==> src/rtl/pixel_row_packer.sv <==
// Packs a serial binary pixel stream into 16-bit row words via an external 1-to-16 demux,
// handing each row downstream over valid/ready and tracking the row index within a frame.
module pixel_row_packer #(
  parameter int COLS = 16,
  parameter int ROWS = 16
) (
  input  logic                      clk,
  input  logic                      rst,
  input  logic                      frame_start_i,
  input  logic                      pix_in_i,
  input  logic                      pix_valid_i,
  output logic                      pix_ready_o,
  output logic                      demux_in_o,
  output logic [$clog2(COLS)-1:0]   demux_sel_o,
  input  logic [COLS-1:0]           demux_out_i,
  output logic [COLS-1:0]           row_out_o,
  output logic                      row_valid_o,
  input  logic                      row_ready_i,
  output logic [$clog2(ROWS)-1:0]   row_idx_o,
  output logic                      frame_done_o
);

  localparam int CW = $clog2(COLS);
  localparam int RW = $clog2(ROWS);
  localparam logic [CW-1:0] LAST_COL = CW'(COLS - 1);
  localparam logic [RW-1:0] LAST_ROW = RW'(ROWS - 1);

  typedef enum logic {FILL, HOLD} state_e;

  state_e          state_q, state_d;
  logic [CW-1:0]   col_q, col_d;
  logic [RW-1:0]   row_q, row_d;
  logic [COLS-1:0] acc_q, acc_d;
  logic [COLS-1:0] row_out_q, row_out_d;
  logic            row_valid_q, row_valid_d;
  logic            frame_done_q, frame_done_d;
  logic            pix_accept;

  assign pix_ready_o  = (state_q == FILL) && !frame_start_i;
  assign pix_accept   = pix_valid_i && pix_ready_o;
  assign demux_in_o   = pix_in_i && pix_accept;
  assign demux_sel_o  = col_q;
  assign row_out_o    = row_out_q;
  assign row_valid_o  = row_valid_q;
  assign row_idx_o    = row_q;
  assign frame_done_o = frame_done_q;

  always_comb begin
    // NOTE: every target gets a default before any branch, so no path leaves a value unassigned and no latch is inferred.
    state_d      = state_q;
    col_d        = col_q;
    row_d        = row_q;
    acc_d        = acc_q;
    row_out_d    = row_out_q;
    row_valid_d  = row_valid_q;
    frame_done_d = 1'b0;

    if (frame_start_i) begin
      // Frame restart wins over everything: partial row and any held row are dropped.
      state_d     = FILL;
      col_d       = '0;
      row_d       = '0;
      acc_d       = '0;
      row_valid_d = 1'b0;
    end else begin
      case (state_q)
        FILL: begin
          if (pix_accept) begin
            if (col_q == LAST_COL) begin
              row_out_d   = acc_q | demux_out_i;
              acc_d       = '0;
              col_d       = '0;
              row_valid_d = 1'b1;
              state_d     = HOLD;
            end else begin
              acc_d = acc_q | demux_out_i;
              col_d = col_q + 1'b1;
            end
          end
        end
        HOLD: begin
          if (row_ready_i) begin
            row_valid_d = 1'b0;
            state_d     = FILL;
            if (row_q == LAST_ROW) begin
              row_d        = '0;
              frame_done_d = 1'b1;
            end else begin
              row_d = row_q + 1'b1;
            end
          end
        end
        default: state_d = FILL;
      endcase
    end
  end

  // NOTE: state registers use non-blocking assignments so all flops update together on the edge.
  always_ff @(posedge clk or posedge rst) begin
    if (rst) begin
      state_q      <= FILL;
      col_q        <= '0;
      row_q        <= '0;
      acc_q        <= '0;
      row_out_q    <= '0;
      row_valid_q  <= 1'b0;
      frame_done_q <= 1'b0;
    end else begin
      state_q      <= state_d;
      col_q        <= col_d;
      row_q        <= row_d;
      acc_q        <= acc_d;
      row_out_q    <= row_out_d;
      row_valid_q  <= row_valid_d;
      frame_done_q <= frame_done_d;
    end
  end

endmodule

==> config.mk <==
export PLATFORM = sky130hd
export DESIGN_NAME = pixel_row_packer
export DESIGN_NICKNAME = d
export VERILOG_FILES = /design/src/rtl/pixel_row_packer.sv
export SDC_FILE = /design/constraint.sdc
export NUM_CORES = 1
export LEC_CHECK = 0
export BUFFER_PORTS_ARGS = -buffer_cell sky130_fd_sc_hd__buf_2
export CORE_MARGIN = 1
export CORE_UTILIZATION = 55
export DETAILED_ROUTE_END_ITERATION = 8
export HOLD_SLACK_MARGIN = 0.02
export PLACE_DENSITY = 0.82
export SYNTH_ARGS = -nofsm -noshare
export SYNTH_HDL_FRONTEND = slang
export SYNTH_SLANG_ARGS = --single-unit
export TNS_END_PERCENT = 30
==> constraint.sdc <==
create_clock -name clk -period 4.8 [get_ports clk]
set_clock_uncertainty 0.15 [all_clocks]
set_input_delay 0.72 -clock clk [delete_from_list [all_inputs] [get_ports clk]]
set_output_delay 0.72 -clock clk [all_outputs]
set_load 0.05 [all_outputs]
==> results of run 1 <==
==> per-layer routing <==
metal,global-route usage [%],wire (um),vias up
met1,27.08,1687,686
li1,-,-,722
met4,5.714,39,0
met3,5.672,169,5
met5,0,0,-
met2,31.37,1551,36
==> logic make-up (layout without fill, tap and decap cells) <==
logic type                 Yosys count  in the layout  share of synthesized area (%)
and+or+nand+nor                     43             43                          11.16
AOI/OAI and AO/OA                   47             47                          13.03
muxes                               16             16                          8.258
DFF                                 43             43                          55.48
buffers and inverters               41             89                          9.871
xor gates and xnor gates             2              2                         0.9034
adders and majority gates            2              2                          1.290
==> power groups by stage <==
stage | combinational [mW] | sequential [mW] | clock [mW]
3_5_place_dp | 0.0900 | 0.395 | 0
2_1_floorplan | 0.0399 | 0.416 | 0
4_1_cts | 0.0902 | 0.388 | 0.160
6_report | 0.0888 | 0.388 | 0.154
5_1_grt | 0.0986 | 0.390 | 0.176
3_3_place_gp | 0.0876 | 0.394 | 0
==> cell usage after synthesis <==
master / number / share of area, %
a21o_2: 1 / 0.45
buf_2: 2 / 0.52
nand3_1: 4 / 1.0
dfrtp_1: 43 / 55
nor2_1: 20 / 3.9
o21ai_0: 18 / 4.6
ha_1: 2 / 1.3
a311o_1: 1 / 0.52
nor3_1: 1 / 0.26
a21oi_1: 25 / 6.5
or3_1: 2 / 0.65
nor3b_1: 1 / 0.39
buf_6: 2 / 1.2
inv_1: 33 / 6.4
nand3b_1: 3 / 1.2
nor3_4: 1 / 0.84
and2b_4: 1 / 0.52
buf_4: 1 / 0.39
mux2i_1: 16 / 8.3
o21a_1: 1 / 0.39
buf_12: 1 / 1.0
nand2b_4: 1 / 0.71
o21bai_2: 1 / 0.58
clkbuf_1: 2 / 0.39
xor2_1: 2 / 0.90
nand2_1: 9 / 1.7
==> cell type report <==
cell class	count	area [um^2]
fill	282	1140
clock buffer	6	41.29
inverter	33	123.9
sequential	43	1076
multi-input combinational	110	671.9
timing repair buffer	50	252.7
tap	46	57.56
==> state kept, by name, summed over array words and instances (netlist names) <==
name / flops
row_valid_o: 1
row_out_o: 16
row_idx_o: 4
state_q: 1
demux_sel_o: 4
acc_q: 16
frame_done_o: 1
==> worst min-delay path, delay by kind of cell <==
| family | cells | cell delay [ns] |
|---|---|---|
| buffers and inverters | 3 | 0.56 |
==> worst max path at each step <==
stage,endpoint,cells past startpoint,start
3_3_place_gp,row_out_o[5],3,frame_start_i
3_5_place_dp,row_out_o[13],3,frame_start_i
2_1_floorplan,demux_in_o,3,frame_start_i
5_1_grt,demux_in_o,3,state_q
4_1_cts,demux_in_o,3,state_q
6_report,demux_in_o,3,state_q
==> impl_metrics.toml, run 1 <==
[run_status]
outcome = "finished clean"

[clock_network]
ctsResizeCount = 0
hold_buffers = 0
cts_buffers = 5
clock_path_buffers = 2
clkTransAtPathRegs_ns = 0.11
postCtsSetupRepairBufs = 0
htreeDepth = 2
insertion_delay_ns = 0.33
cts_tree = "built"
cts_root_buf = "clkbuf_4"
cts.sinks = 43

[critical_path]
worst_ep_required_time_ns = 3.93
max_stage_delay_ns = 0.51
critPathKind = "reg -> out"
endpoint_kind = "output pin"
r2r-end = "row_out_o[5]"
crit_chain = "nand2b_4, nor3b_1, buf_2"
crit_fanout = 11
startpoint_type = "flip-flop"
r2r_start = "demux_sel_o[0]"
r2r_setup_slack_ns = 2.63
crit_family = "flip-flops"
worst_ep_arrival_time_ns = 1.57
cp.buffers_inverters = 1
reg2reg_depth = 4
critPathSlowestCell = "dfrtp_1"

[timing]
min_period_over_period_pct = 50.75
hold_viol = 0
finalSetupViolCount = 0
min_period_ns = 2.436
rsz0062_at_grt = "no"
finalMaxSlewViolations = 0
max_freq_mhz = 410.5
slew-limit-headroom_pct = 30.82
tightestPinTransition_ns = 1.034
finalSetupTns_ns = 0
worst_slack_ns = 2.364
worst_hold_slack_ns = 0.3296

[layout]
final_cell_count_no_fill = 288
fin_area_um2 = 2223
fin_util_pct = 66.11
drive_above_1_share_pct = 24.79
final_cell_mix = "buf_2, dfrtp_1, inv_1, a21oi_1, nor2_1"
layout_commonest_cell = "buf_2"
fin_nets = 267
syn_to_final_growth_pct = 14.65
diodes = 0

[yosys]
synth_area_per_cell_um2 = 9.997
yosysWarnings = 0
syn_nets = 218
yosysUniqueCellTypes = 26
yosysSeqAreaShare_pct = 55.48
syn_inst = 194
syn_area_um2 = 1939
ys_ff_latch = 43

[global_route]
grt_pass1_vias = 1240
grt_util_all_layers_pct = 19.87
grt_start_max_net_pins = 44
grt_antenna_before_repair = 0
grt_overflow = 0
grt_pass1_wl_um = 5395

[power]
p_sw_share_pct = 27.52
clockPowerShare_pct = 24.4
p_per_area_nw_per_um2 = 283.4
power.switching_mw = 0.1734
p_leak_nw = 1.101
peakVddDrop_mv = 0.2264
seqPwrFrac_pct = 61.5
power_mw = 0.6301
share_comb_of_total_power_pct = 14.1
intPower_mw = 0.4567

[floorplan]
rows = 21
die-area_um2 = 3768
die_w_um = 61.38
start_util_pct = 57.66
core-area_um2 = 3363
die_h_um = 61.38
io_pins = 50

[placed_design]
place_area_um2 = 2182
dp.cells = 282
portBuffers = 49
place_ws_ns = 2.344
post-dp-hpwl_um = 2325
routabilityCongestion = 0.7226

[drt]
ant_nets = 0
route.detailed.wl_per_inst_um = 11.97
drtPass1Iterations = 4
routed_wl_um = 3447
drc = 0
via_per_inst = 5.031
vias = 1449
drt-initial-drc-count = 118

[hold_path]
hold_class = "in -> async"

[run]
maxCapViolCount = 0
Power figures use the tool's default switching activity.
==> run 2: changes to the inputs <==
Settings changed: CORE_UTILIZATION 55 to 52, PLACE_DENSITY 0.82 to 0.79.
Clock period 4.8 ns to 2.55 ns, I/O delays scaled along.
==> run 2 against run 1 <==
Sequential power is 88% higher. Non-clock buffer count unchanged. Largest power group unchanged. Sequential share of layout area decreased by 0.93 points. Register-to-register slack worse by 1.9 ns. Cell count did not move. Global-route usage grew 0.13 points.
==> impl_metrics.toml, run 2 (same netlist as run 1, synthesis figures left out) <==
[run_status]
outcome = "finished clean"

[global_route]
grt_util_all_layers_pct = 20.00
grt_antenna_before_repair = 0
grt_pass1_wl_um = 6072
grt_start_max_net_pins = 44
grt_overflow = 0
grt_pass1_vias = 1365

[critical_path]
cp.buffers_inverters = 1
endpoint_kind = "output pin"
cp_num_cells = 3
max_stage_delay_ns = 0.49
critPathKind = "reg -> out"
r2r_start = "demux_sel_o[0]"
worst_ep_required_time_ns = 2.02
crit_family = "flip-flops"
cp-startpoint = "state_q"
startpoint_type = "flip-flop"
worst_ep_arrival_time_ns = 1.48
crit_chain = "nand2b_4, nor3b_1, buf_2"
reg2reg_depth = 5
crit_fanout = 11
r2r-end = "row_out_o[10]"
r2r_setup_slack_ns = 0.70
cp-endpoint = "demux_in_o"
critPathSlowestCell = "dfrtp_1"

[drt]
drt-met1-wl_um = 1633
routed_wl_um = 3581
drc = 0
drt-initial-drc-count = 101
topRoutingLayerUsed = "met4"
vias = 1467
drtPass1Iterations = 4
met3_wirelength_um = 152
route.detailed.wl_per_inst_um = 12.43
wl_met2_um = 1759
ant_nets = 0
via_per_inst = 5.094

[clock_network]
cts_tree = "built"
insertion_delay_ns = 0.28
ctsResizeCount = 0
postCtsSetupRepairBufs = 0
cts.sinks = 43
clkTransAtPathRegs_ns = 0.07
cts_buffers = 5
htreeDepth = 2
clock_path_buffers = 2
hold_buffers = 0
cts_root_buf = "clkbuf_8"

[layout]
drive_above_1_share_pct = 25.21
syn_to_final_growth_pct = 16.90
final_cell_count_no_fill = 288
layout_commonest_cell = "buf_2"
final_cell_mix = "buf_2, dfrtp_1, inv_1, a21oi_1, nor2_1"
fin_util_pct = 65.87
diodes = 0
fin_nets = 267

[floorplan]
rows = 21
io_pins = 50
die-area_um2 = 3978
start_util_pct = 56.34
die_w_um = 63.07
die_h_um = 63.07
core-area_um2 = 3442

[placed_design]
dp.cells = 282
routabilityCongestion = 0.7566
portBuffers = 49
post-dp-hpwl_um = 2445

[timing]
min_period_ns = 2.008
tightestPinTransition_ns = 0.8646
hold_viol = 0
slew-limit-headroom_pct = 42.27
finalSetupViolCount = 0
rsz0062_at_grt = "no"
finalSetupTns_ns = 0
finalMaxSlewViolations = 0
max_freq_mhz = 498.0
min_period_over_period_pct = 78.74

[hold_path]
hold_class = "in -> async"

[power]
peakVddDrop_mv = 0.3745
p_per_area_nw_per_um2 = 565.0
p_leak_nw = 1.120

[run]
maxCapViolCount = 0
[run 2: worst min-delay path by stage]
stage	endpoint	slack, ns	depth (start not counted)
2_1_floorplan	acc_q[0]	0.34	2
3_3_place_gp	row_valid_o	0.35	1
3_5_place_dp	row_valid_o	0.36	1
4_1_cts	row_idx_o[0]	0.15	2
5_1_grt	acc_q[11]	0.22	3
6_report	acc_q[12]	0.12	2
[run 2: final cells by class]
class | instances | area, um^2
Clock buffer | 6 | 72.57
Multi-Input combinational cell | 110 | 671.9
Inverter | 33 | 123.9
Timing Repair Buffer | 50 | 265.3
Fill cell | 310 | 1175
Sequential cell | 43 | 1076
Tap cell | 46 | 57.56
[run 2: power by group]
part | leakage, nW | total, mW | switching, mW | internal (mW)
Clock | 0.0371 | 0.384 | 0.201 | 0.182
Sequential | 0.510 | 0.731 | 0.0181 | 0.713
Combinational | 0.573 | 0.167 | 0.118 | 0.0483
[run 2: metrics by stage]
| step | power, mW | cell area (um^2) | hold slack [ns] | worst slack, ns |
|---|---|---|---|---|
| after floorplan | 0.8585 | 1939 | 0.3408 | 0.1504 |
| after global placement | 0.9076 | 2195 | 0.3476 | 0.7949 |
| after detailed placement | 0.9117 | 2195 | 0.3555 | 0.7019 |
| after CTS | 1.296 | 2267 | 0.1490 | 0.5315 |
| after global routing | 1.340 | 2267 | 0.2171 | 0.4454 |
| final | 1.281 | 2267 | 0.1202 | 0.5420 |
[run 2: per-layer routing]
| layer | vias to the layer above | GRT usage, % |
|---|---|---|
| li1 | 720 | - |
| met1 | 708 | 25.85 |
| met2 | 37 | 32.26 |
| met3 | 2 | 4.891 |
| met4 | 0 | 7.849 |
| met5 | - | 0 |
